## src/rtl/fetch_sequencer_if.sv

```systemverilog
// Instruction-memory read bus between the fetch sequencer and instruction memory.
// The master drives the request and address; the slave returns ack and data.
interface fetch_sequencer_if;
   logic        mem_rd;
   logic [15:0] mem_addr;
   logic        mem_ack;
   logic [15:0] mem_rdata;

   modport master (output mem_rd, mem_addr, input mem_ack, mem_rdata);
   modport slave  (input mem_rd, mem_addr, output mem_ack, mem_rdata);
endinterface

```

## src/rtl/fetch_sequencer.sv

```systemverilog
// Fetch stage: reads one instruction word per cycle group into IR.
// Then emits beats T0..T3, advances or redirects PC, and stops on HALT.
module fetch_sequencer #(
   parameter logic [15:0] RESET_PC    = 16'h0000,
   parameter logic [4:0]  HALT_OPCODE = 5'b11111
) (
   input  logic                      clk,
   input  logic                      rst,
   fetch_sequencer_if.master         mem,
   input  logic                      pc_load,
   input  logic [15:0]               pc_target,
   output logic [15:0]               IR,
   output logic [15:0]               PC,
   output logic                      T0,
   output logic                      T1,
   output logic                      T2,
   output logic                      T3,
   output logic                      halted,
   output logic [15:0]               instr_count
);

   typedef enum logic [6:0] {
      IDLE  = 7'b0000001,
      FETCH = 7'b0000010,
      S_T0  = 7'b0000100,
      S_T1  = 7'b0001000,
      S_T2  = 7'b0010000,
      S_T3  = 7'b0100000,
      HALT  = 7'b1000000
   } state_t;

   state_t      state_q, state_d;
   logic [15:0] pc_q, pc_d;
   logic [15:0] ir_q, ir_d;
   logic [15:0] cnt_q, cnt_d;
   logic        halted_q, halted_d;
   logic        mem_rd_q, mem_rd_d;
   logic [3:0]  beat_q, beat_d;

   always_comb begin
      state_d  = state_q;
      pc_d     = pc_q;
      ir_d     = ir_q;
      cnt_d    = cnt_q;
      halted_d = halted_q;
      case (state_q)
         IDLE:  state_d = FETCH;
         FETCH: begin
            if (mem.mem_ack) begin
               ir_d    = mem.mem_rdata;
               state_d = S_T0;
            end
         end
         S_T0:  state_d = S_T1;
         S_T1:  state_d = S_T2;
         S_T2:  state_d = S_T3;
         S_T3: begin
            cnt_d = cnt_q + 16'd1;
            // HALT wins over a redirect; PC keeps pointing at the HALT word
            if (ir_q[15:11] == HALT_OPCODE) begin
               state_d  = HALT;
               halted_d = 1'b1;
            end else if (pc_load) begin
               pc_d    = pc_target;
               state_d = FETCH;
            end else begin
               pc_d    = pc_q + 16'd1;
               state_d = FETCH;
            end
         end
         HALT:    state_d = HALT;
         default: state_d = IDLE;
      endcase
   end

   // Outputs are registered from the next state so they are glitch-free.
   always_comb begin
      mem_rd_d = (state_d == FETCH);
      beat_d   = {state_d == S_T3, state_d == S_T2, state_d == S_T1, state_d == S_T0};
   end

   always_ff @(posedge clk) begin
      if (rst) begin
         state_q  <= IDLE;
         pc_q     <= RESET_PC;
         ir_q     <= 16'h0000;
         cnt_q    <= 16'h0000;
         halted_q <= 1'b0;
         mem_rd_q <= 1'b0;
         beat_q   <= 4'b0000;
      end else begin
         state_q  <= state_d;
         pc_q     <= pc_d;
         ir_q     <= ir_d;
         cnt_q    <= cnt_d;
         halted_q <= halted_d;
         mem_rd_q <= mem_rd_d;
         beat_q   <= beat_d;
      end
   end

   assign mem.mem_rd   = mem_rd_q;
   assign mem.mem_addr = pc_q;
   assign IR           = ir_q;
   assign PC           = pc_q;
   assign T0           = beat_q[0];
   assign T1           = beat_q[1];
   assign T2           = beat_q[2];
   assign T3           = beat_q[3];
   assign halted       = halted_q;
   assign instr_count  = cnt_q;

endmodule
```

## src/flat_wrapper.sv

```systemverilog
// flat-port wrapper written by rule: the top's interface ports become plain ports
module fetch_sequencer_flat 
#(
   parameter logic [15:0] RESET_PC    = 16'h0000,
   parameter logic [4:0]  HALT_OPCODE = 5'b11111
)
  (clk, rst, pc_load, pc_target, IR, PC, T0, T1, T2, T3, halted, instr_count, mem_mem_rd, mem_mem_addr, mem_mem_ack, mem_mem_rdata);
  fetch_sequencer_if mem_i ();
  input  logic clk;
  input  logic rst;
  input  logic pc_load;
  input  logic [15:0] pc_target;
  output logic [15:0] IR;
  output logic [15:0] PC;
  output logic T0;
  output logic T1;
  output logic T2;
  output logic T3;
  output logic halted;
  output logic [15:0] instr_count;
  output wire logic [$bits(mem_i.mem_rd)-1:0] mem_mem_rd;
  output wire logic [$bits(mem_i.mem_addr)-1:0] mem_mem_addr;
  input wire logic [$bits(mem_i.mem_ack)-1:0] mem_mem_ack;
  input wire logic [$bits(mem_i.mem_rdata)-1:0] mem_mem_rdata;
  assign mem_mem_rd = mem_i.mem_rd;
  assign mem_mem_addr = mem_i.mem_addr;
  assign mem_i.mem_ack = mem_mem_ack;
  assign mem_i.mem_rdata = mem_mem_rdata;
  fetch_sequencer #(.RESET_PC(RESET_PC), .HALT_OPCODE(HALT_OPCODE)) u_core (.clk(clk), .rst(rst), .mem(mem_i), .pc_load(pc_load), .pc_target(pc_target), .IR(IR), .PC(PC), .T0(T0), .T1(T1), .T2(T2), .T3(T3), .halted(halted), .instr_count(instr_count));
endmodule
```

## config.mk

```make
export PLATFORM = sky130hd
export DESIGN_NAME = fetch_sequencer_flat
export DESIGN_NICKNAME = d
export VERILOG_FILES = /design/src/rtl/fetch_sequencer_if.sv /design/src/rtl/fetch_sequencer.sv /design/src/flat_wrapper.sv
export SDC_FILE = /design/constraint.sdc
export NUM_CORES = 1
export LEC_CHECK = 0
export ABC_CLOCK_PERIOD_IN_PS = 2000
export CORE_MARGIN = 2
export CORE_UTILIZATION = 40
export CTS_BUF_LIST = sky130_fd_sc_hd__clkbuf_4 sky130_fd_sc_hd__clkbuf_8 sky130_fd_sc_hd__clkbuf_16
export DETAILED_ROUTE_END_ITERATION = 10
export PLACE_DENSITY = 0.73
export SETUP_SLACK_MARGIN = 0.1
export SYNTH_ARGS = -nofsm -noshare
export SYNTH_HDL_FRONTEND = slang
export SYNTH_SLANG_ARGS = --single-unit
```

## constraint.sdc

```tcl
create_clock -name clk -period 2 [get_ports clk]
set_input_delay 0.2 -clock clk [delete_from_list [all_inputs] [get_ports clk]]
set_output_delay 0.2 -clock clk [all_outputs]
set_load 0.02 [all_outputs]
```

==> results of run 1 <==
## worst reg2reg max path, stage by stage, from the launching register on
cell	delay, ns
sky130_fd_sc_hd__dfxtp_2	0.32
sky130_fd_sc_hd__or4_4	0.59
sky130_fd_sc_hd__nor4_4	0.28
sky130_fd_sc_hd__buf_4	0.19
sky130_fd_sc_hd__nand4_1	0.10
sky130_fd_sc_hd__xor2_1	0.17
sky130_fd_sc_hd__nor2_1	0.05
## layout make-up
class / instances / area [um^2]
fill: 664 / 2900
multi-input combinational: 259 / 1470
timing repair buffer: 127 / 1240
sequential: 61 / 1220
clock buffer: 12 / 153
tap: 99 / 124
clock inverter: 4 / 23.8
inverter: 2 / 7.51
## power by group through the flow
stage	Sequential (W)	Combinational, W	Clock, W
floorplan	0.00129	0.000130	0
global placement	0.00127	0.000278	0
detailed placement	0.00127	0.000279	0
CTS	0.00125	0.000281	0.000993
global route	0.00125	0.000315	0.00105
finish	0.00125	0.000289	0.000969
## cells in the mapped netlist (3+ instances only)
cell type / count
sky130_fd_sc_hd__and4_1: 4
sky130_fd_sc_hd__and3_1: 8
sky130_fd_sc_hd__a31oi_1: 6
sky130_fd_sc_hd__dfxtp_1: 61
sky130_fd_sc_hd__nand4_1: 8
sky130_fd_sc_hd__nor4_1: 3
sky130_fd_sc_hd__nor2_1: 35
sky130_fd_sc_hd__nor3b_1: 4
sky130_fd_sc_hd__buf_4: 16
sky130_fd_sc_hd__nor3_1: 4
sky130_fd_sc_hd__xnor2_1: 3
sky130_fd_sc_hd__xor2_1: 13
sky130_fd_sc_hd__nand2_1: 67
sky130_fd_sc_hd__a211oi_1: 4
sky130_fd_sc_hd__clkbuf_1: 18
sky130_fd_sc_hd__nand3_1: 12
sky130_fd_sc_hd__o41ai_1: 4
sky130_fd_sc_hd__a21oi_1: 35
sky130_fd_sc_hd__o21ai_1: 12
sky130_fd_sc_hd__mux2i_1: 3
sky130_fd_sc_hd__nand2b_1: 3
## logic make-up (layout without fill, tap and decap cells)
group,after synthesis,in the layout,synth area share (%)
flops,61,61,41.9
compound gates,79,79,16.7
mux,4,4,1.42
buf+inv,40,145,7.82
xor+xnor,16,16,4.81
fa+ha+maj,2,2,0.859
simple gates,158,158,26.5
## state kept, by name, indices dropped and copies added (netlist names)
name / flops
u_core.IR: 16
u_core.PC: 16
u_core.instr_count: 16
u_core.state_q: 7
u_core.beat_q: 4
u_core.halted: 1
u_core.mem.mem_rd: 1
## layer usage
layer  up-vias  part of all wire (%)  global-route usage, %
li1       1452                     -                      -
met5         -                     0                      0
met1      1293                    46                   26.1
met2        97                    45                   26.9
met3        11                   7.6                   6.00
met4         0                   1.7                   8.41
## metrics by stage
step	cell area (um^2)	power (W)	utilization, %
after floorplan	2910	0.00142	-
after global placement	4030	0.00155	56.5
after detailed placement	4030	0.00155	56.5
after CTS	4210	0.00252	58.9
after global routing	4240	0.00261	59.4
final	4240	0.00250	59.4
## repair_timing
action	4_1_cts	5_1_grt
setup endpoints to repair	2	8
gates resized for setup	0	3
pin swaps	1	6
buffers inserted	0	3
gates cloned	0	0
## how the worst max path moves through the flow
stage                            startpoint                             endpoint  slack (ns)  depth (start not counted)
5_1_grt        u_core.state_q[2]$_SDFF_PP0_  u_core.instr_count[10]$_SDFFE_PP0N_        0.06                          5
3_5_place_dp   u_core.state_q[1]$_SDFF_PP0_  u_core.instr_count[15]$_SDFFE_PP0N_        0.09                          5
4_1_cts        u_core.state_q[1]$_SDFF_PP0_  u_core.instr_count[15]$_SDFFE_PP0N_        0.19                          5
6_report       u_core.state_q[2]$_SDFF_PP0_  u_core.instr_count[15]$_SDFFE_PP0N_        0.16                          6
3_3_place_gp   u_core.state_q[1]$_SDFF_PP0_  u_core.instr_count[15]$_SDFFE_PP0N_        0.14                          5
2_1_floorplan  u_core.state_q[3]$_SDFF_PP0_   u_core.instr_count[9]$_SDFFE_PP0N_        0.13                          7
==> qor_table.md, run 1 <==
| Quantity | Value | Unit |
|:---|:---|:---|
| Outcome | completed | - |
| Maximum achievable frequency | 0.543 | GHz |
| Worst Setup Path Type | reg2reg | - |
| Number of instances in the synthesized netlist | 360 | - |
| Die Outline Area | 7980 | um^2 |
| Die Span X | 89.3 | um |
| Synth top area cells | sky130_fd_sc_hd__dfxtp_1, sky130_fd_sc_hd__nand2_1, sky130_fd_sc_hd__a21oi_1 | - |
| # port buffers | 105 | - |
| Hpwl dp | 5.24 | mm |
| Area of the core | 7140 | um^2 |
| Unique cell type count in the Yosys netlist | 48 | - |
| Final Slew Violations | 0 | - |
| Sequential-to-total area share from yosys stat | 41.9 | % |
| Overall Global Routing Usage | 18.9 | % |
| Pint | 0.00190 | W |
| Number of placed instances, taps included | 545 | - |
| Worst Skew | 0.00768 | ns |
| Worst vdd ir | 340 | uV |
| Source of the worst hold timing path | rst | - |
| H-tree depth | 3 | - |
| Overflow left after global routing | 0 | - |
| Num Clock Sinks | 61 | - |
| IO Pins | 106 | - |
| Iteration-0 DRC Markers | 156 | - |
| Number of global-route vias before repair | 2455 | - |
| Root Buffer | sky130_fd_sc_hd__clkbuf_8 | - |
| Wire length after detailed routing | 7.58 | mm |
| Count of antenna-violating nets left after detailed routing | 0 | - |
| Highest-delay cell along the critical path | sky130_fd_sc_hd__or4_4 | - |
| Min-delay worst type | in2reg | - |
| Final-report hold violation count | 0 | - |
| Wire length of the first global-routing pass | 11.8 | mm |
| Die Ht | 89.3 | um |
| Async set or reset register ratio after synthesis | 0 | % |
| Final setup violating endpoints | 0 | - |
| Largest net degree at the start of global routing | 45 | - |
| Pre-CTS WS | 0.0880 | ns |
| Static leakage | 1.48 | nW |
| Yosys top cell by area | sky130_fd_sc_hd__dfxtp_1 | - |
| Combinational Power Share | 11.5 | % |
| Reg2Reg Launch Point | u_core.state_q[2]$_SDFF_PP0_ | - |
| Most used DFF post-synth | sky130_fd_sc_hd__dfxtp_1 | - |
| Largest delay contributor family on the critical path | simple AND/OR/NAND/NOR gates | - |
| Worst path setup slack after routing | 0.160 | ns |
| Commonest non-fill, non-tap cell in the layout | sky130_fd_sc_hd__clkdlybuf4s50_1 | - |
| Endpoint arrival time on the critical path | 2.03 | ns |
| Routed via count divided by cell count | 5.06 | - |
| Clock latency on the worst-skew pair | 0.33 | ns |
| Post-CTS clock slew at the launch and capture registers of the worst setup and hold paths | 0.06 | ns |
| Residual DRC | 0 | - |
| Sequential share of power | 49.7 | % |
| Critical Path Start Type | flip-flop | - |
| Routed wire length per instance | 13.4 | um |
| RSZ-0062 raised after global routing | yes | - |
| Area share of the largest cell type after synthesis | 41.9 | % |
| Critical register-to-register path endpoint | u_core.instr_count[15]$_SDFFE_PP0N_ | - |
| Slew of the pin with the lowest slew margin | 0.717 | ns |
| Number of vias after detailed routing | 2853 | - |
| Max-capacitance violation count | 0 | - |
| Cell depth of the worst hold path | 2 | - |
| Floorplan row count | 31 | - |
| Final standard cell count with taps included and fillers excluded | 564 | - |
| Post-synth EDFFs | 0 | - |
| Routability congestion estimate | 0.836 | - |
| Capture endpoint of the worst hold path | u_core.instr_count[5]$_SDFFE_PP0N_ | - |
| Sum of negative setup slack | 0 | ns |
| Net total in the final layout | 498 | - |
| Endpoint class of the critical path | flip-flop | - |
| Worst R2R Setup Slack | 0.16 | ns |
| Count of antenna diodes in the layout | 0 | - |
| Post-synthesis sequential element count | 61 | - |
| Post-Synthesis Cell Area | 2910 | um^2 |
| Fraction of final layout cells sized beyond drive strength 1 | 10.3 | % |
| Number of buffer and inverter instances along the worst setup path | 1 | - |
| Worst-case reg-to-reg path depth | 6 | - |
| Largest fanout on the critical path | 7 | - |
| Most frequent cells in the layout | sky130_fd_sc_hd__clkdlybuf4s50_1, sky130_fd_sc_hd__nand2_1, sky130_fd_sc_hd__dfxtp_1 | - |
| Initial core utilization | 40.8 | % |
| CTS Buffer Depth | 2 | - |
| Synthesized net count | 398 | - |
| Worst EP required | 2.19 | ns |
| Switching share of total power | 24.3 | % |
| Mean area per synthesized cell | 8.09 | um^2 |
| Number of buffers inserted for hold repair after clock tree synthesis | 0 | - |
| 1st-pass router iterations | 4 | - |
| YS warnings | 0 | - |
| Clock period minus worst slack | 1.84 | ns |
| Net Sw Power | 0.000609 | W |
| P per Cell Area | 591 | nW/um^2 |
| Highest cell delay on the worst timing path | 0.59 | ns |
| Number of antenna violations at the first check in global routing | 0 | - |
| Total CTS buffers | 9 | - |
| Critical path cell sequence | or4_4, nor4_4, buf_4, nand4_1, xor2_1, nor2_1 | - |
| Portion of the clock cycle consumed by the worst path in the final layout | 92.0 | % |
| Relative contribution of the clock network to total power | 38.7 | % |
| Clock tree from TritonCTS | built | - |
| Synthesis-to-layout area growth | 45.6 | % |
| Fin Hold WS | 0.407 | ns |
| Slew HR | 52.2 | % |
No activity file was read; power rests on OpenSTA's default activity.
==> run 2, diff against run 1 <==
CORE_ASPECT_RATIO = 2   (was unset)
CTS_CLUSTER_SIZE = 20   (was unset)
PLACE_DENSITY = 0.69   (was 0.73)
==> qor_table.md, run 2 (synthesis results as in run 1) <==
| Quantity | Value | Unit |
|:---|:---|:---|
| Reg2Reg Launch Point | u_core.state_q[1]$_SDFF_PP0_ | - |
| Clock period minus worst slack | 1.85 | ns |
| Endpoint class of the critical path | flip-flop | - |
| Endpoint arrival time on the critical path | 2.07 | ns |
| Worst Skew | 0.00432 | ns |
| Static leakage | 1.51 | nW |
| Capture endpoint of the worst hold path | u_core.PC[12]$_SDFFE_PP0N_ | - |
| Number of buffers inserted for hold repair after clock tree synthesis | 0 | - |
| Number of antenna violations at the first check in global routing | 0 | - |
| Clock latency on the worst-skew pair | 0.33 | ns |
| Util after Layout | 60.5 | % |
| Net total in the final layout | 493 | - |
| Wire length after detailed routing | 7.60 | mm |
| Number of global-route vias before repair | 2846 | - |
| Count of antenna-violating nets left after detailed routing | 0 | - |
| Min-delay worst type | in2reg | - |
| Worst EP required | 2.22 | ns |
| Pre-CTS WS | 0.0792 | ns |
| Most frequent cells in the layout | sky130_fd_sc_hd__clkdlybuf4s50_1, sky130_fd_sc_hd__nand2_1, sky130_fd_sc_hd__dfxtp_1 | - |
| Count of antenna diodes in the layout | 0 | - |
| Fraction of final layout cells sized beyond drive strength 1 | 9.15 | % |
| # port buffers | 105 | - |
| H-tree depth | 3 | - |
| Area of the core | 7160 | um^2 |
| Largest fanout on the critical path | 6 | - |
| Worst path setup slack after routing | 0.155 | ns |
| Floorplan row count | 44 | - |
| Final-report hold violation count | 0 | - |
| Largest net degree at the start of global routing | 45 | - |
| Final Slew Violations | 0 | - |
| Iteration-0 DRC Markers | 170 | - |
| Cell depth of the worst hold path | 2 | - |
| Commonest non-fill, non-tap cell in the layout | sky130_fd_sc_hd__clkdlybuf4s50_1 | - |
| Routed via count divided by cell count | 5.37 | - |
| Total CTS buffers | 9 | - |
| IO Pins | 106 | - |
| Worst Setup Path Type | reg2reg | - |
| Outcome | completed | - |
| Routability congestion estimate | 0.784 | - |
| Routed wire length per instance | 13.8 | um |
| Critical Path Start Type | flip-flop | - |
| Critical register-to-register path endpoint | u_core.state_q[0]$_SDFF_PP1_ | - |
| 1st-pass router iterations | 5 | - |
| Worst vdd ir | 537 | uV |
| Hpwl dp | 5.32 | mm |
| Final setup violating endpoints | 0 | - |
| Overflow left after global routing | 0 | - |
| Die Ht | 125 | um |
| Initial core utilization | 40.7 | % |
| Pwr Total | 0.00319 | W |
| CTS Buffer Depth | 2 | - |
| Die Span X | 64.3 | um |
| Post-CTS clock slew at the launch and capture registers of the worst setup and hold paths | 0.05 | ns |
| Die Outline Area | 8020 | um^2 |
| Wire length of the first global-routing pass | 12.8 | mm |
| Worst-case reg-to-reg path depth | 5 | - |
| Worst R2R Setup Slack | 0.15 | ns |
| P per Cell Area | 738 | nW/um^2 |
| Number of vias after detailed routing | 2957 | - |
| Slew HR | 71.6 | % |
| Residual DRC | 0 | - |
| Synthesis-to-layout area growth | 48.6 | % |
| Slew of the pin with the lowest slew margin | 0.423 | ns |
| Maximum achievable frequency | 0.542 | GHz |
| Root Buffer | sky130_fd_sc_hd__clkbuf_16 | - |
| Source of the worst hold timing path | rst | - |
| Portion of the clock cycle consumed by the worst path in the final layout | 92.3 | % |
| Sum of negative setup slack | 0 | ns |
| RSZ-0062 raised after global routing | yes | - |
| Max-capacitance violation count | 0 | - |
| Num Clock Sinks | 61 | - |
| Clock tree from TritonCTS | built | - |
| Overall Global Routing Usage | 20.1 | % |
==> run 2: worst max-delay path by stage <==
stage / from / to / cells after the start
CTS: u_core.state_q[1]$_SDFF_PP0_ / u_core.instr_count[10]$_SDFFE_PP0N_ / 5
finish: u_core.state_q[1]$_SDFF_PP0_ / u_core.state_q[0]$_SDFF_PP1_ / 5
global placement: u_core.state_q[1]$_SDFF_PP0_ / u_core.instr_count[15]$_SDFFE_PP0N_ / 5
global route: u_core.state_q[1]$_SDFF_PP0_ / u_core.instr_count[13]$_SDFFE_PP0N_ / 5
detailed placement: u_core.state_q[1]$_SDFF_PP0_ / u_core.instr_count[9]$_SDFFE_PP0N_ / 5
floorplan: u_core.state_q[3]$_SDFF_PP0_ / u_core.instr_count[9]$_SDFFE_PP0N_ / 7
==> run 2: repair_timing <==
item	CTS	global route
pin swaps	1	2
buffers inserted	0	1
resized for setup	0	3
setup endpoints to repair	5	10
==> run 2: through the flow <==
step / area, um^2 / hold WS [ns] / std cells
3_3_place_gp: 4000 / 0.442 / 535
6_report: 4330 / 0.304 / 551
5_1_grt: 4330 / 0.321 / 551
3_5_place_dp: 4000 / 0.448 / 535
2_1_floorplan: 2910 / 0.336 / 360
4_1_cts: 4320 / 0.300 / 550
==> run 2: worst max-delay path, stage by stage, from the launching register on <==
cell and delay (ns):
sky130_fd_sc_hd__dfxtp_2 0.35, sky130_fd_sc_hd__or4_4 0.60, sky130_fd_sc_hd__buf_4 0.17, sky130_fd_sc_hd__a221oi_1 0.28, sky130_fd_sc_hd__a211oi_1 0.08, sky130_fd_sc_hd__a211o_1 0.26
==> run 2: area by class of cell <==
type	count	area, um^2
clock buffer	11	246
clock inverter	4	72.6
fill	655	2830
inverter	2	7.51
multi-input combinational	259	1460
sequential	61	1220
tap	92	115
timing repair buffer	122	1200
==> run 2: routing by layer <==
| layer | track usage, % | vias up | routed length (um) |
|---|---|---|---|
| li1 | - | 1434 | - |
| met1 | 24.1 | 1389 | 3160 |
| met2 | 31.1 | 120 | 3650 |
| met3 | 6.50 | 14 | 590 |
| met4 | 11.0 | 0 | 189 |
| met5 | 0 | - | 0 |
==> run 2: report_power, final <==
| group | internal, W | switching (W) |
|---|---|---|
| clock network | 0.00113 | 0.000537 |
| logic | 0.000148 | 0.000128 |
| registers | 0.00124 | 0.0000155 |
| total | 0.00251 | 0.000680 |
